## src/rtl/pong_match_controller.sv

```systemverilog
// Pong match sequencer: game state, scores, winner colour, serve requests and run gating.
// Optional key0 debouncer is compiled in with `define PONG_PAUSE_DEBOUNCE_EN.
module pong_match_controller #(
    parameter int          WIN_SCORE         = 7,
    parameter int          SERVE_DELAY_TICKS = 60,
    parameter int          DEBOUNCE_CYCLES   = 250000,
    parameter logic [2:0]  PLAYER_1_COLOR    = 3'b100,
    parameter logic [2:0]  PLAYER_2_COLOR    = 3'b001
) (
    input  logic       CLOCK_25,
    input  logic       reset,
    input  logic       tick,
    input  logic       key0,
    input  logic       miss_1,
    input  logic       miss_2,
    output logic       run,
    output logic       serve_req,
    output logic       serve_side,
    output logic [2:0] score_1,
    output logic [2:0] score_2,
    output logic [2:0] winner_color,
    output logic [2:0] state
);

    typedef enum logic [2:0] {
        ST_IDLE     = 3'd0,
        ST_SERVE    = 3'd1,
        ST_PLAY     = 3'd2,
        ST_PAUSED   = 3'd3,
        ST_GAMEOVER = 3'd4
    } state_t;

    logic       r_sync_1;
    logic       r_sync_2;
    logic       r_level_prev;
    logic       w_level;
    logic       w_press;

    state_t     r_state;
    state_t     r_resume;
    logic [7:0] r_tick_cnt;
    logic [2:0] r_score_1;
    logic [2:0] r_score_2;
    logic [2:0] r_winner;
    logic       r_serve_side;
    logic       r_serve_req;
    logic       r_run;
    logic [2:0] w_score_1_inc;
    logic [2:0] w_score_2_inc;

    // Two-flop synchronizer for the asynchronous button; released level is 1
    always_ff @(posedge CLOCK_25) begin
        if (reset) begin
            r_sync_1 <= 1'b1;
            r_sync_2 <= 1'b1;
        end else begin
            r_sync_1 <= key0;
            r_sync_2 <= r_sync_1;
        end
    end

`ifdef PONG_PAUSE_DEBOUNCE_EN
    localparam int DB_W = (DEBOUNCE_CYCLES > 1) ? $clog2(DEBOUNCE_CYCLES) : 1;

    logic [DB_W-1:0] r_db_cnt;
    logic            r_db_level;

    // Accept a new level only after it has differed for DEBOUNCE_CYCLES consecutive cycles
    always_ff @(posedge CLOCK_25) begin
        if (reset) begin
            r_db_cnt   <= '0;
            r_db_level <= 1'b1;
        end else if (r_sync_2 != r_db_level) begin
            if (r_db_cnt == DB_W'(DEBOUNCE_CYCLES - 1)) begin
                r_db_level <= r_sync_2;
                r_db_cnt   <= '0;
            end else begin
                r_db_cnt <= r_db_cnt + DB_W'(1);
            end
        end else begin
            r_db_cnt <= '0;
        end
    end

    assign w_level = r_db_level;
`else
    // The debounce threshold has no effect here; both arms select the synchronized level
    if (DEBOUNCE_CYCLES >= 0) begin : g_direct_level
        assign w_level = r_sync_2;
    end else begin : g_direct_level_alt
        assign w_level = r_sync_2;
    end
`endif

    // Edge detector state for the conditioned level; reset discards any pending press
    always_ff @(posedge CLOCK_25) begin
        if (reset) begin
            r_level_prev <= 1'b1;
        end else begin
            r_level_prev <= w_level;
        end
    end

    assign w_press       = r_level_prev & ~w_level;
    assign w_score_1_inc = r_score_1 + 3'd1;
    assign w_score_2_inc = r_score_2 + 3'd1;

    // Match state machine with registered outputs; miss_1 outranks miss_2, misses outrank press
    always_ff @(posedge CLOCK_25) begin
        if (reset) begin
            r_state      <= ST_IDLE;
            r_resume     <= ST_SERVE;
            r_tick_cnt   <= 8'd0;
            r_score_1    <= 3'd0;
            r_score_2    <= 3'd0;
            r_winner     <= 3'd0;
            r_serve_side <= 1'b0;
            r_serve_req  <= 1'b0;
            r_run        <= 1'b0;
        end else begin
            r_serve_req <= 1'b0;
            case (r_state)
                ST_IDLE: begin
                    if (w_press) begin
                        r_score_1    <= 3'd0;
                        r_score_2    <= 3'd0;
                        r_serve_side <= 1'b0;
                        r_tick_cnt   <= 8'd0;
                        r_serve_req  <= 1'b1;
                        r_state      <= ST_SERVE;
                    end else begin
                        r_run <= 1'b0;
                    end
                end
                ST_SERVE: begin
                    if (w_press) begin
                        r_resume <= ST_SERVE;
                        r_state  <= ST_PAUSED;
                    end else if (tick) begin
                        if (r_tick_cnt == 8'(SERVE_DELAY_TICKS - 1)) begin
                            r_state <= ST_PLAY;
                            r_run   <= 1'b1;
                        end else begin
                            r_tick_cnt <= r_tick_cnt + 8'd1;
                        end
                    end else begin
                        r_run <= 1'b0;
                    end
                end
                ST_PLAY: begin
                    if (miss_1) begin
                        r_score_2    <= w_score_2_inc;
                        r_serve_side <= 1'b0;
                        r_run        <= 1'b0;
                        if (w_score_2_inc == 3'(WIN_SCORE)) begin
                            r_winner <= PLAYER_2_COLOR;
                            r_state  <= ST_GAMEOVER;
                        end else begin
                            r_tick_cnt  <= 8'd0;
                            r_serve_req <= 1'b1;
                            r_state     <= ST_SERVE;
                        end
                    end else if (miss_2) begin
                        r_score_1    <= w_score_1_inc;
                        r_serve_side <= 1'b1;
                        r_run        <= 1'b0;
                        if (w_score_1_inc == 3'(WIN_SCORE)) begin
                            r_winner <= PLAYER_1_COLOR;
                            r_state  <= ST_GAMEOVER;
                        end else begin
                            r_tick_cnt  <= 8'd0;
                            r_serve_req <= 1'b1;
                            r_state     <= ST_SERVE;
                        end
                    end else if (w_press) begin
                        r_resume <= ST_PLAY;
                        r_run    <= 1'b0;
                        r_state  <= ST_PAUSED;
                    end else begin
                        r_run <= 1'b1;
                    end
                end
                ST_PAUSED: begin
                    if (w_press) begin
                        r_state <= r_resume;
                        r_run   <= (r_resume == ST_PLAY);
                    end else begin
                        r_run <= 1'b0;
                    end
                end
                ST_GAMEOVER: begin
                    if (w_press) begin
                        r_score_1 <= 3'd0;
                        r_score_2 <= 3'd0;
                        r_winner  <= 3'd0;
                        r_state   <= ST_IDLE;
                    end else begin
                        r_run <= 1'b0;
                    end
                end
                default: begin
                    r_state  <= ST_IDLE;
                    r_winner <= 3'd0;
                    r_run    <= 1'b0;
                end
            endcase
        end
    end

    assign run          = r_run;
    assign serve_req    = r_serve_req;
    assign serve_side   = r_serve_side;
    assign score_1      = r_score_1;
    assign score_2      = r_score_2;
    assign winner_color = r_winner;
    assign state        = r_state;

endmodule

```

## config.mk

```make
export PLATFORM = sky130hd
export DESIGN_NAME = pong_match_controller
export DESIGN_NICKNAME = d
export VERILOG_FILES = /design/src/rtl/pong_match_controller.sv
export SDC_FILE = /design/constraint.sdc
export NUM_CORES = 1
export LEC_CHECK = 0
export BUFFER_PORTS_ARGS = -buffer_cell sky130_fd_sc_hd__buf_4
export CORE_MARGIN = 5
export CORE_UTILIZATION = 55
export DETAILED_ROUTE_END_ITERATION = 7
export GPL_ROUTABILITY_DRIVEN = 0
export PLACE_DENSITY = 0.8
export SLEW_MARGIN = 20
export SYNTH_ARGS = -nofsm -noshare
export SYNTH_HDL_FRONTEND = slang
export SYNTH_SLANG_ARGS = --single-unit
```

## constraint.sdc

```tcl
create_clock -name CLOCK_25 -period 3.78 [get_ports CLOCK_25]
set_input_delay 0.756 -clock CLOCK_25 [delete_from_list [all_inputs] [get_ports CLOCK_25]]
set_output_delay 0.756 -clock CLOCK_25 [all_outputs]
set_load 0.1 [all_outputs]
```

* Word level (Yosys, flattened, before mapping)
Cells that the tools add are included.
** Operators by class
- Add/sub/neg operators :: 3
- Shift operators :: 0
- Multiply operators :: 0
- Magnitude comparators :: 0
- Mux-type cells :: 54
- Bitwise operators :: 3
- Eq/ne operators :: 31
- Reduce and logical (&&, ||, !) cells :: 15
- Divide/modulo/power cells :: 0
** Operators by type and width (number)
- $mux 8 :: 8
- $mux 3 :: 21
- $ne 2x2->1 const B :: 13
- $ne 3x3->1 const B :: 8
- $pmux 8 s3 :: 1
- $pmux 3 s2 :: 3
- $mux 1 :: 16
- $pmux 3 s5 :: 1
- $reduce_and 5->1 :: 2
- $eq 3x2->1 const B :: 3
- $eq 3x3->1 const B :: 3
- $pmux 3 s3 :: 1
- $reduce_and 3->1 :: 3
- $add 8x1->8 const B :: 1
- $eq 8x6->1 const B :: 1
- $reduce_and 8->1 :: 1
- $add 3x1->3 const B :: 2
- $reduce_and 6->1 :: 1
- $reduce_bool 2->1 :: 3
- $ne 4x4->1 const B :: 1
- $pmux 1 s2 :: 2
- $pmux 1 s4 :: 1
- $reduce_and 4->1 :: 1
- $eq 3x1->1 const B :: 1
- other kinds (7) :: 8
** Storage, ports and cells
- Memories kept :: 0
- Bits in registers :: 29
- Bits in writable memories :: 0
- Word-level logic and storage cells :: 118
- Bits in latches :: 0
- Input port bits :: 6
- ROM bits :: 0

* Longest topological paths before layout
Gate-level depths: netlist of run 1.
- Depth in word-level cells :: 6
- Gate-level depth with buffers :: 8
- Mapped depth without buffers :: 7

* Worst setup path before layout of run 1
No wires, ideal clock.
- Kind :: flip-flop to flip-flop
- Start point :: register r_score_2[1] (netlist: score_2[1])
- End point :: register r_tick_cnt[0]
- Required time :: 3.720 ns
- Setup slack :: 1.131 ns
- Period minus slack after synthesis :: 2.649 ns
- Stages on the path, launching flop included :: 8
- Arrival time :: 2.589 ns
- Cells stage by stage :: dfxtp_1 ha_1 xor2_1 a32oi_4 a22oi_4 buf_6 or4_1 nand2_1
** Between the ends
- Longest elaborated chain between the ends :: 4
** RTL lines
- from (decl) :: line 43 : logic [2:0] r_score_2;
- from (signal assigned) :: line 152 : r_score_2 <= w_score_2_inc;
- $add 3x1->3 :: line 106 : assign w_score_2_inc = r_score_2 + 3'd1;
- $eq 3x3->1 :: line 155 : if (w_score_2_inc == 3'(WIN_SCORE)) begin
- $ne 3x3->1 (no line)
- $reduce_and 8->1 (no line)
- to (signal assigned) :: line 144 : r_tick_cnt <= r_tick_cnt + 8'd1;
- to (decl) :: line 41 : logic [7:0] r_tick_cnt;
No other way between the ends.
A chain may end at the register's enable or synchronous reset.

* Worst setup path in the final report of run 1
- Start point :: register r_state[2] (netlist: state[2])
- End point :: output port state[2]
** RTL lines
- from (decl) :: line 39 : state_t r_state;
- from (signal assigned) :: line 185 : r_state <= r_resume;
- to (decl) :: line 22 : output logic [2:0] state
No word-level cell between the ends.

==> flow_metrics.tcl, run 1 <==
set metrics [dict create \
    outcome "finished clean" \
    tightest_slew_ns 0.629 \
    yosysSeqAreaShare_pct 34.7 \
    syn_avg_cell_area_sq_um 8.38 \
    avgRoutedWirePerCell_microns 14.8 \
    path_clk_slew_ns 0.15 \
    yosys.area.top_type "dfxtp_1" \
    skew_ns 0.00153 \
    synth_area_sq_um 1560 \
    io_buffers 19 \
    hpwl_mm 2.54 \
    cp-end-kind "output pin" \
    finalHoldViolCount 0 \
    clkLatencyLatePin_ns 0.33 \
    postSynthNetCount 197 \
    diodes 0 \
    clock.fmax_ghz 0.444 \
    async_flop_share_pct 0 \
    synthTopCellsByArea "dfxtp_1, a21oi_1, nor2_1" \
    slowest_delay_ns 0.75 \
    drive_gt1_share_pct 17.8 \
    cts.sinks 27 \
    core_region_area_sq_um 2730 \
    cts_tree "yes" \
    grt_max_degree 20 \
    top_layer "met4" \
    tns_ns 0 \
    dp_slack_ns 1.54 \
    post_cts_buffers 0 \
    cts_buffers 3 \
    vias_per_cell 6.14 \
    crit_buf_inv 1 \
    ctsHtreeMaxLevel 1 \
    worst_setup_path_start_kind "flip-flop" \
    met1Wirelength_mm 1.50 \
    cellLeakagePower_nw 0.666 \
    cp_data_required_time_ns 3.02 \
    die_h_microns 63.2 \
    pwr_density_cell_nw_per_um2 502 \
    max_slew_margin_pct 58.0 \
    synthCells 186 \
    dpl-instance-area_sq_um 1680 \
    postRouteAntennaNets 0 \
    ys_ff_latch 27 \
    finalSetupViolCount 0 \
    vias 1400 \
    root_buffer "clkbuf_4" \
    post-route-cell-area_sq_um 1700 \
    min_path_type "reg -> reg" \
    cts.path.max_buffers 2 \
    route.detailed.drc 0 \
    overflow 0 \
    first_pass_iters 4 \
    final.period_utilization_pct 59.5 \
    ioPinCount 21 \
    yosysWarnings 0 \
    critPathTopFamily "flip-flops" \
    grt_pass1_vias 1330 \
    track_usage_pct 18.0 \
    dieArea_sq_um 4000 \
    synth-edff-count 0 \
    synth.distinct_cells 55 \
    holdWs_ns 0.433 \
    num_rows 19 \
    rsz0062_at_grt "false" \
    critPathKind "reg -> out" \
    die_width_microns 63.2 \
    syn2layout_area_growth_pct 9.31 \
    path_cells "buf_4" \
    layout_min_cycle_time_ns 2.25 \
    crit_arrival_ns 1.49 \
    route.met2.wl_mm 1.68 \
    synth.top_cell.area_share_pct 34.7 \
    ys_dominant_reg_cell "dfxtp_1" \
    cts_resized 0 \
    antenna_found_initial 0 \
    drt_iter0_markers 92 \
    met3_length_microns 130 \
    cp_slowest_cell "dfxtp_1" \
    maxCapViolCount 0 \
    start_util_pct 57.0 \
    routed_wl_mm 3.37 \
    grt_pass1_wl_mm 5.95 \
    cts_hold_buf 0 \
    cp_max_fo 16 \
    fin_ws_ns 1.53 \
    drv_slew 0 \
    layout.nets 209 \
    vdd_ir_drop_max_uv 362 \
]
[placed cells by master (no fill, tap or decap), types with 3 or more instances in the layout]
master     n
dfxtp_1   27
buf_4     19
nor2_1    17
nand2_1   15
a21oi_1   14
o21ai_0   11
nand2b_1   6
inv_1      5
a31oi_1    5
nor3_1     5
o31ai_1    5
ha_1       5
mux2i_1    4
nand3_1    4
or4_1      4
nor2b_1    3
o22ai_1    3
or3_1      3
or2_2      3
clkbuf_4   3
[worst paths after layout]
check / from / end / slack, ns / cells after the start
worst min register to register: r_sync_1 / r_sync_2 / 0.43 / 1
worst max register to register: state[0] / r_tick_cnt[1] / 1.64 / 5
worst min-delay path: r_sync_1 / r_sync_2 / 0.43 / 1
worst max-delay path: state[2] / state[2] / 1.53 / 1
[worst reg2reg max path, cell delays in order (launching register included)]
cell,delay (ns)
dfxtp_1,0.75
or4b_1,0.39
o21bai_1,0.12
a21oi_1,0.51
nand2_1,0.11
o31ai_1,0.19
[final cells by class]
cell class                 instances  area (sq um)
clock buffer                       3          22.5
clock inverter                     1          5.00
fill                             243          1030
inverter                           5          18.8
multi-input combinational        142           936
sequential                        27           541
tap                               31          38.8
timing repair buffer              19           143
[cell families (layout without fill, tap and decap cells)]
| family | Yosys count | count (layout) | synth area share [%] |
|---|---|---|---|
| and+or+nand+nor | 72 | 72 | 25.2 |
| adders and majority gates | 5 | 5 | 4.01 |
| buffers and inverters | 17 | 28 | 5.30 |
| DFF | 27 | 27 | 34.7 |
| AOI/OAI and AO/OA | 57 | 57 | 26.3 |
| other | 1 | 1 | 0.241 |
| xor gates and xnor gates | 3 | 3 | 1.69 |
| muxes | 4 | 4 | 2.57 |
[synth_stat cells (all sizes together), types with 5 or more instances]
library cell and n:
a21oi 14, a31oi 5, buf 5, clkbuf 7, dfxtp 27, ha 5, inv 5, nand2 15
nand2b 6, nor2 18, nor3 5, o21ai 11, o31ai 5
[layer usage]
layer  track usage, %  up-vias
li1                 -      697
met1             21.5      656
met2             31.0       41
met3             2.66        6
met4             8.83        0
met5                0        -
[flip-flops by register name, indices dropped and copies added, names as in the netlist]
| register | count |
|---|---|
| serve_req | 1 |
| serve_side | 1 |
| r_sync_1 | 1 |
| r_tick_cnt | 8 |
| run | 1 |
| r_sync_2 | 1 |
| winner_color | 2 |
| r_level_prev | 1 |
| score_2 | 3 |
| score_1 | 3 |
| r_resume | 2 |
| state | 3 |
[power breakdown]
group / switching, W / total (W) / internal, W
clock network: 0.0000897 / 0.000130 / 0.0000399
registers: 0.0000499 / 0.000360 / 0.000310
logic: 0.000256 / 0.000365 / 0.000109
total: 0.000396 / 0.000855 / 0.000459
[stage by stage]
stage          power [W]  utilization, %  instances
6_report        0.000855            62.3        228
4_1_cts         0.000855            62.3        228
3_3_place_gp    0.000717            61.3        224
3_5_place_dp    0.000729            61.3        224
5_1_grt         0.000912            62.3        228
2_1_floorplan   0.000675               -        186
Power figures use the tool's default switching activity.
==> inputs of run 2 (changes only) <==
- ABC_AREA: not set -> 1
- PLACE_DENSITY: 0.8 -> 0.79
- clock period: 3.78 -> 2.12 ns (I/O delays scaled with it)
==> run 2 against run 1 <==
Global-route usage up 0.35 points; largest cell class unchanged; critical path type unchanged; synthesized cell count is 33% higher; via count up 12%; count of clock-buffer cells in the layout rose by 1; highest routed layer unchanged; register-to-register slack worse by 1.1 ns; routed wire length grew 4.5%.
==> flow_metrics.tcl, run 2 <==
set metrics [dict create \
    synth_commonest_cells "nand2_1, nor2_1, inv_1" \
    routed_wl_mm 3.52 \
    finalHoldViolCount 0 \
    power.share.clock_pct 11.8 \
    cts.path.max_buffers 2 \
    drv_slew 0 \
    critPathTopFamily "flip-flops" \
    postSynthNetCount 258 \
    yosysWarnings 0 \
    worst_setup_path_start_kind "flip-flop" \
    antenna_found_initial 0 \
    comb_power_share_pct 52.9 \
    final.period_utilization_pct 80.2 \
    p_sw_share_pct 50.4 \
    largest_register_ffs 8 \
    vdd_ir_drop_max_uv 745 \
    start_util_pct 58.4 \
    crit_buf_inv 1 \
    cellLeakagePower_nw 0.790 \
    path_cells "buf_4" \
    largest-register "r_tick_cnt" \
    final_common_cell "nand2_1" \
    clock.fmax_ghz 0.588 \
    synth.top_cell.area_share_pct 33.0 \
    yosysSeqAreaShare_pct 33.0 \
    vias 1564 \
    maxCapViolCount 0 \
    syn_avg_cell_area_sq_um 6.63 \
    drt_iter0_markers 83 \
    async_flop_share_pct 0 \
    ys_ff_latch 27 \
    syn2layout_area_growth_pct 11.3 \
    critPathKind "reg -> out" \
    clkLatencyLatePin_ns 0.32 \
    synth_area_sq_um 1640 \
    cp_data_required_time_ns 1.70 \
    cp_slowest_cell "dfxtp_1" \
    synth_most_common_cell "nand2_1" \
    grt_pass1_wl_mm 6.28 \
    core_region_area_sq_um 2810 \
    fin_total_pwr_w 0.00181 \
    dieArea_sq_um 4170 \
    io_buffers 19 \
    postRouteAntennaNets 0 \
    finalSetupViolCount 0 \
    grt_pass1_vias 1508 \
    route.detailed.drc 0 \
    hpwl_mm 2.69 \
    p_seq_share_pct 35.2 \
    layout_common_cells "nand2_1, nor2_1, inv_1" \
    skew_ns 0.00920 \
    synthCells 247 \
    yosys.area.top_type "dfxtp_1" \
    crit_arrival_ns 1.28 \
    fin_util_pct 65.0 \
    synth.distinct_cells 32 \
    vias_per_cell 5.27 \
    rsz0062_at_grt "false" \
    ys_dominant_reg_cell "dfxtp_1" \
    die_width_microns 64.6 \
    diodes 0 \
    slowest_delay_ns 0.59 \
    pwr_density_cell_nw_per_um2 993 \
    cts_buffers 3 \
    grt_max_degree 22 \
    cp-end-kind "output pin" \
    cts_hold_buf 0 \
    nFillCells 263 \
    cts_tree "yes" \
    ctsHtreeMaxLevel 1 \
    cts_resized 0 \
    fin_ws_ns 0.420 \
    cp_max_fo 10 \
    first_pass_iters 4 \
    track_usage_pct 18.3 \
    p_sw_w 0.000912 \
    layout_min_cycle_time_ns 1.70 \
    tns_ns 0 \
    drive_gt1_share_pct 16.9 \
    overflow 0 \
    min_path_type "in -> reg" \
    post_cts_buffers 0 \
    num_rows 19 \
    root_buffer "clkbuf_4" \
    outcome "finished clean" \
    layout.nets 278 \
    p_int_w 0.000898 \
    die_h_microns 64.6 \
    synthTopCellsByArea "dfxtp_1, nand2_1, nand3_1" \
    synth-edff-count 0 \
    path_clk_slew_ns 0.12 \
    avgRoutedWirePerCell_microns 11.9 \
    ioPinCount 21 \
    cts.sinks 27 \
    dp_slack_ns 0.540 \
]
## run 2: changes by cell type after synthesis, sizes merged, moves of 24 or more
cell | before | now
nand2 | 15 | 65
nand3 | 4 | 28
inv | 5 | 31
nor2 | 18 | 42
## run 2: cell type report
class / instances / area [sq um] / area share, %
Multi-Input combinational cell: 184 / 953 / 52.3
Tap cell: 31 / 38.8 / 2.13
Clock buffer: 4 / 26.3 / 1.44
Timing Repair Buffer: 19 / 143 / 7.82
Sequential cell: 27 / 541 / 29.6
Inverter: 32 / 121 / 6.66
## run 2: power groups by stage
| stage | clock network (W) | registers, W | logic (W) |
|---|---|---|---|
| final | 0.000214 | 0.000638 | 0.000959 |
| after floorplan | 0 | 0.000879 | 0.000545 |
| after global placement | 0 | 0.000647 | 0.000945 |
| after detailed placement | 0 | 0.000647 | 0.000955 |
| after CTS | 0.000229 | 0.000636 | 0.000959 |
| after global routing | 0.000247 | 0.000646 | 0.00104 |
## run 2: kinds of logic after synthesis
family / share of synthesized area [%]
buf+inv: 8.78
compound gates: 10.2
fa+ha+maj: 3.82
xor+xnor: 1.07
simple gates: 42.9
flops: 33.0
other cells: 0.229
## run 2: final timing paths
check | from | endpoint | slack (ns) | cells past startpoint
worst max-delay path | state[1] | state[1] | 0.42 | 1
worst min-delay path | key0 | r_sync_1 | 0.28 | 2
worst max register to register | state[1] | winner_color[2] | 0.50 | 9
worst min register to register | r_sync_1 | r_sync_2 | 0.43 | 1
## run 2: per-stage QoR
stage	std cells	hold WS, ns	area, sq um
6_report	297	0.280	1820
5_1_grt	297	0.256	1820
4_1_cts	297	0.266	1820
3_5_place_dp	293	0.401	1800
3_3_place_gp	293	0.394	1800
2_1_floorplan	247	0.389	1640
## run 2: layer usage
| metal | track usage, % | routed length [microns] | part of all wire (%) |
|---|---|---|---|
| met1 | 23.7 | 1720 | 49 |
| met4 | 6.60 | 39 | 1.1 |
| met3 | 4.32 | 144 | 4.1 |
| met2 | 29.9 | 1610 | 46 |
| met5 | 0 | 0 | 0 |
==> inputs of run 3 (changes only) <==
- ABC_AREA: 1 -> 0
- PLACE_DENSITY: 0.79 -> 0.8
- clock period: 2.12 -> 1.6 ns (I/O delays scaled with it)
==> run 3 against run 2 <==
The flow now finishes with violations (setup timing); sequential share of layout area is 4.2 points lower; first-iteration DRC count is 57% higher; global-route usage is 1.4 points higher; register-to-register slack worse by 0.73 ns; die area is 4.1% lower; final cell count is 7.7% lower; count of clock-buffer cells in the layout is 1 lower; critical path type is now reg -> reg.
==> flow_metrics.tcl, run 3 (synthesized netlist as in run 1, its figures left out) <==
set metrics [dict create \
    cts.sinks 27 \
    clkLatencyLatePin_ns 0.32 \
    slowest_delay_ns 0.39 \
    layout.nets 255 \
    cp.depth 7 \
    cp_slowest_cell "dfxtp_4" \
    cts_buffers 3 \
    postRouteAntennaNets 0 \
    drive_gt1_share_pct 49.0 \
    num_rows 19 \
    finalHoldViolCount 0 \
    avgRoutedWirePerCell_microns 15.8 \
    ctsHtreeMaxLevel 1 \
    layout_common_cells "buf_4, nor2_1, dfxtp_1" \
    place_inst 265 \
    outcome "complete, but fails checks" \
    start_util_pct 57.0 \
    antenna_found_initial 0 \
    die_width_microns 63.2 \
    root_buffer "clkbuf_4" \
    vias_per_cell 6.06 \
    clock.fmax_ghz 0.548 \
    ioPinCount 21 \
    final.period_utilization_pct 114 \
    cellLeakagePower_nw 0.909 \
    layout_min_cycle_time_ns 1.83 \
    route.detailed.drc 0 \
    syn2layout_area_growth_pct 45.4 \
    crit_buf_inv 1 \
    power.share.clock_pct 12.7 \
    critPathKind "reg -> reg" \
    worst_setup_path_start_kind "flip-flop" \
    finalSetupViolCount 13 \
    hold_depth 2 \
    maxCapViolCount 0 \
    drv_slew 0 \
    cp_data_required_time_ns 1.83 \
    cts.path.max_buffers 2 \
    dp_slack_ns -0.247 \
    overflow 0 \
    pwr_density_cell_nw_per_um2 1040 \
    die_h_microns 63.2 \
    skew_ns 0.00286 \
    drt_iter0_markers 130 \
    p_int_w 0.00130 \
    fin_ws_ns -0.226 \
    first_pass_iters 4 \
    p_sw_w 0.00107 \
    cts_hold_buf 0 \
    grt_pass1_wl_mm 6.54 \
    dieArea_sq_um 4000 \
    critPathTopFamily "compound AO/OA/AOI/OAI gates" \
    nFillCells 160 \
    final_common_cell "buf_4" \
    cts_tree "yes" \
    rsz0062_at_grt "true" \
    hpwl_mm 2.98 \
    vdd_ir_drop_max_uv 1060 \
    cp-end-kind "flip-flop" \
    violations "setup timing" \
    path_cells "ha_4, xor2_4, a32oi_4, a22oi_2, buf_4, o211ai_1, nand2_1" \
    fin_util_pct 82.9 \
    min_path_type "in -> reg" \
    grt_pass1_vias 1531 \
    largest_register_ffs 8 \
    path_clk_slew_ns 0.15 \
    io_buffers 19 \
    diodes 0 \
    comb_power_share_pct 53.4 \
    p_sw_share_pct 45.0 \
    largest-register "r_tick_cnt" \
    cp_max_fo 6 \
    vias 1661 \
    track_usage_pct 19.7 \
    routed_wl_mm 4.33 \
    worstRegToRegCells 7 \
    stdcell_count 274 \
    p_seq_share_pct 33.9 \
    crit_arrival_ns 2.05 \
    core_region_area_sq_um 2730 \
    grt_max_degree 19 \
]
## run 3: final timing paths
check	start	slack (ns)	endpoint
worst max register to register	score_2[0]	-0.23	r_tick_cnt[0]
worst max-delay path	score_2[0]	-0.23	r_tick_cnt[0]
worst min-delay path	key0	0.17	r_sync_1
worst min register to register	r_sync_1	0.44	r_sync_2
## run 3: final cells by class
class | count | area, sq um | share of cell area (%)
multi-input combinational | 143 | 1120 | 49.4
sequential | 27 | 577 | 25.4
timing repair buffer | 64 | 484 | 21.4
tap | 31 | 38.8 | 1.71
clock buffer | 3 | 22.5 | 0.993
inverter | 5 | 18.8 | 0.828
clock inverter | 1 | 5.00 | 0.221
## run 3: timing repair
| item | in CTS | in global routing |
|---|---|---|
| gates cloned | 0 | 1 |
| gates resized for setup | 6 | 25 |
| buffers inserted | 3 | 2 |
| endpoints found under the setup margin | 12 | 16 |
| pin swaps | 4 | 13 |
## run 3: stage by stage
step                area, sq um  total power, W  TNS [ns]  hold slack, ns
finish                     2270         0.00237     -1.80           0.169
detailed placement         2060         0.00194     -1.86           0.403
global route               2270         0.00251     -3.16           0.151
floorplan                  1640         0.00161     -3.23           0.389
global placement           2060         0.00190     -1.40           0.399
CTS                        2150         0.00226     -1.67           0.163
## run 3: power by group through the flow
| stage | Combinational [W] | Clock [W] | Sequential (W) |
|---|---|---|---|
| floorplan | 0.000551 | 0 | 0.00106 |
| global placement | 0.00111 | 0 | 0.000798 |
| detailed placement | 0.00113 | 0 | 0.000802 |
| CTS | 0.00116 | 0.000313 | 0.000789 |
| global route | 0.00135 | 0.000345 | 0.000810 |
| finish | 0.00126 | 0.000301 | 0.000804 |
## run 3: routing by layer
metal	track usage, %	wire (microns)	vias up
met4	4.68	146	0
met1	22.8	1740	789
met2	37.4	2220	63
met3	3.02	223	20
met5	0	0	-
li1	-	-	789
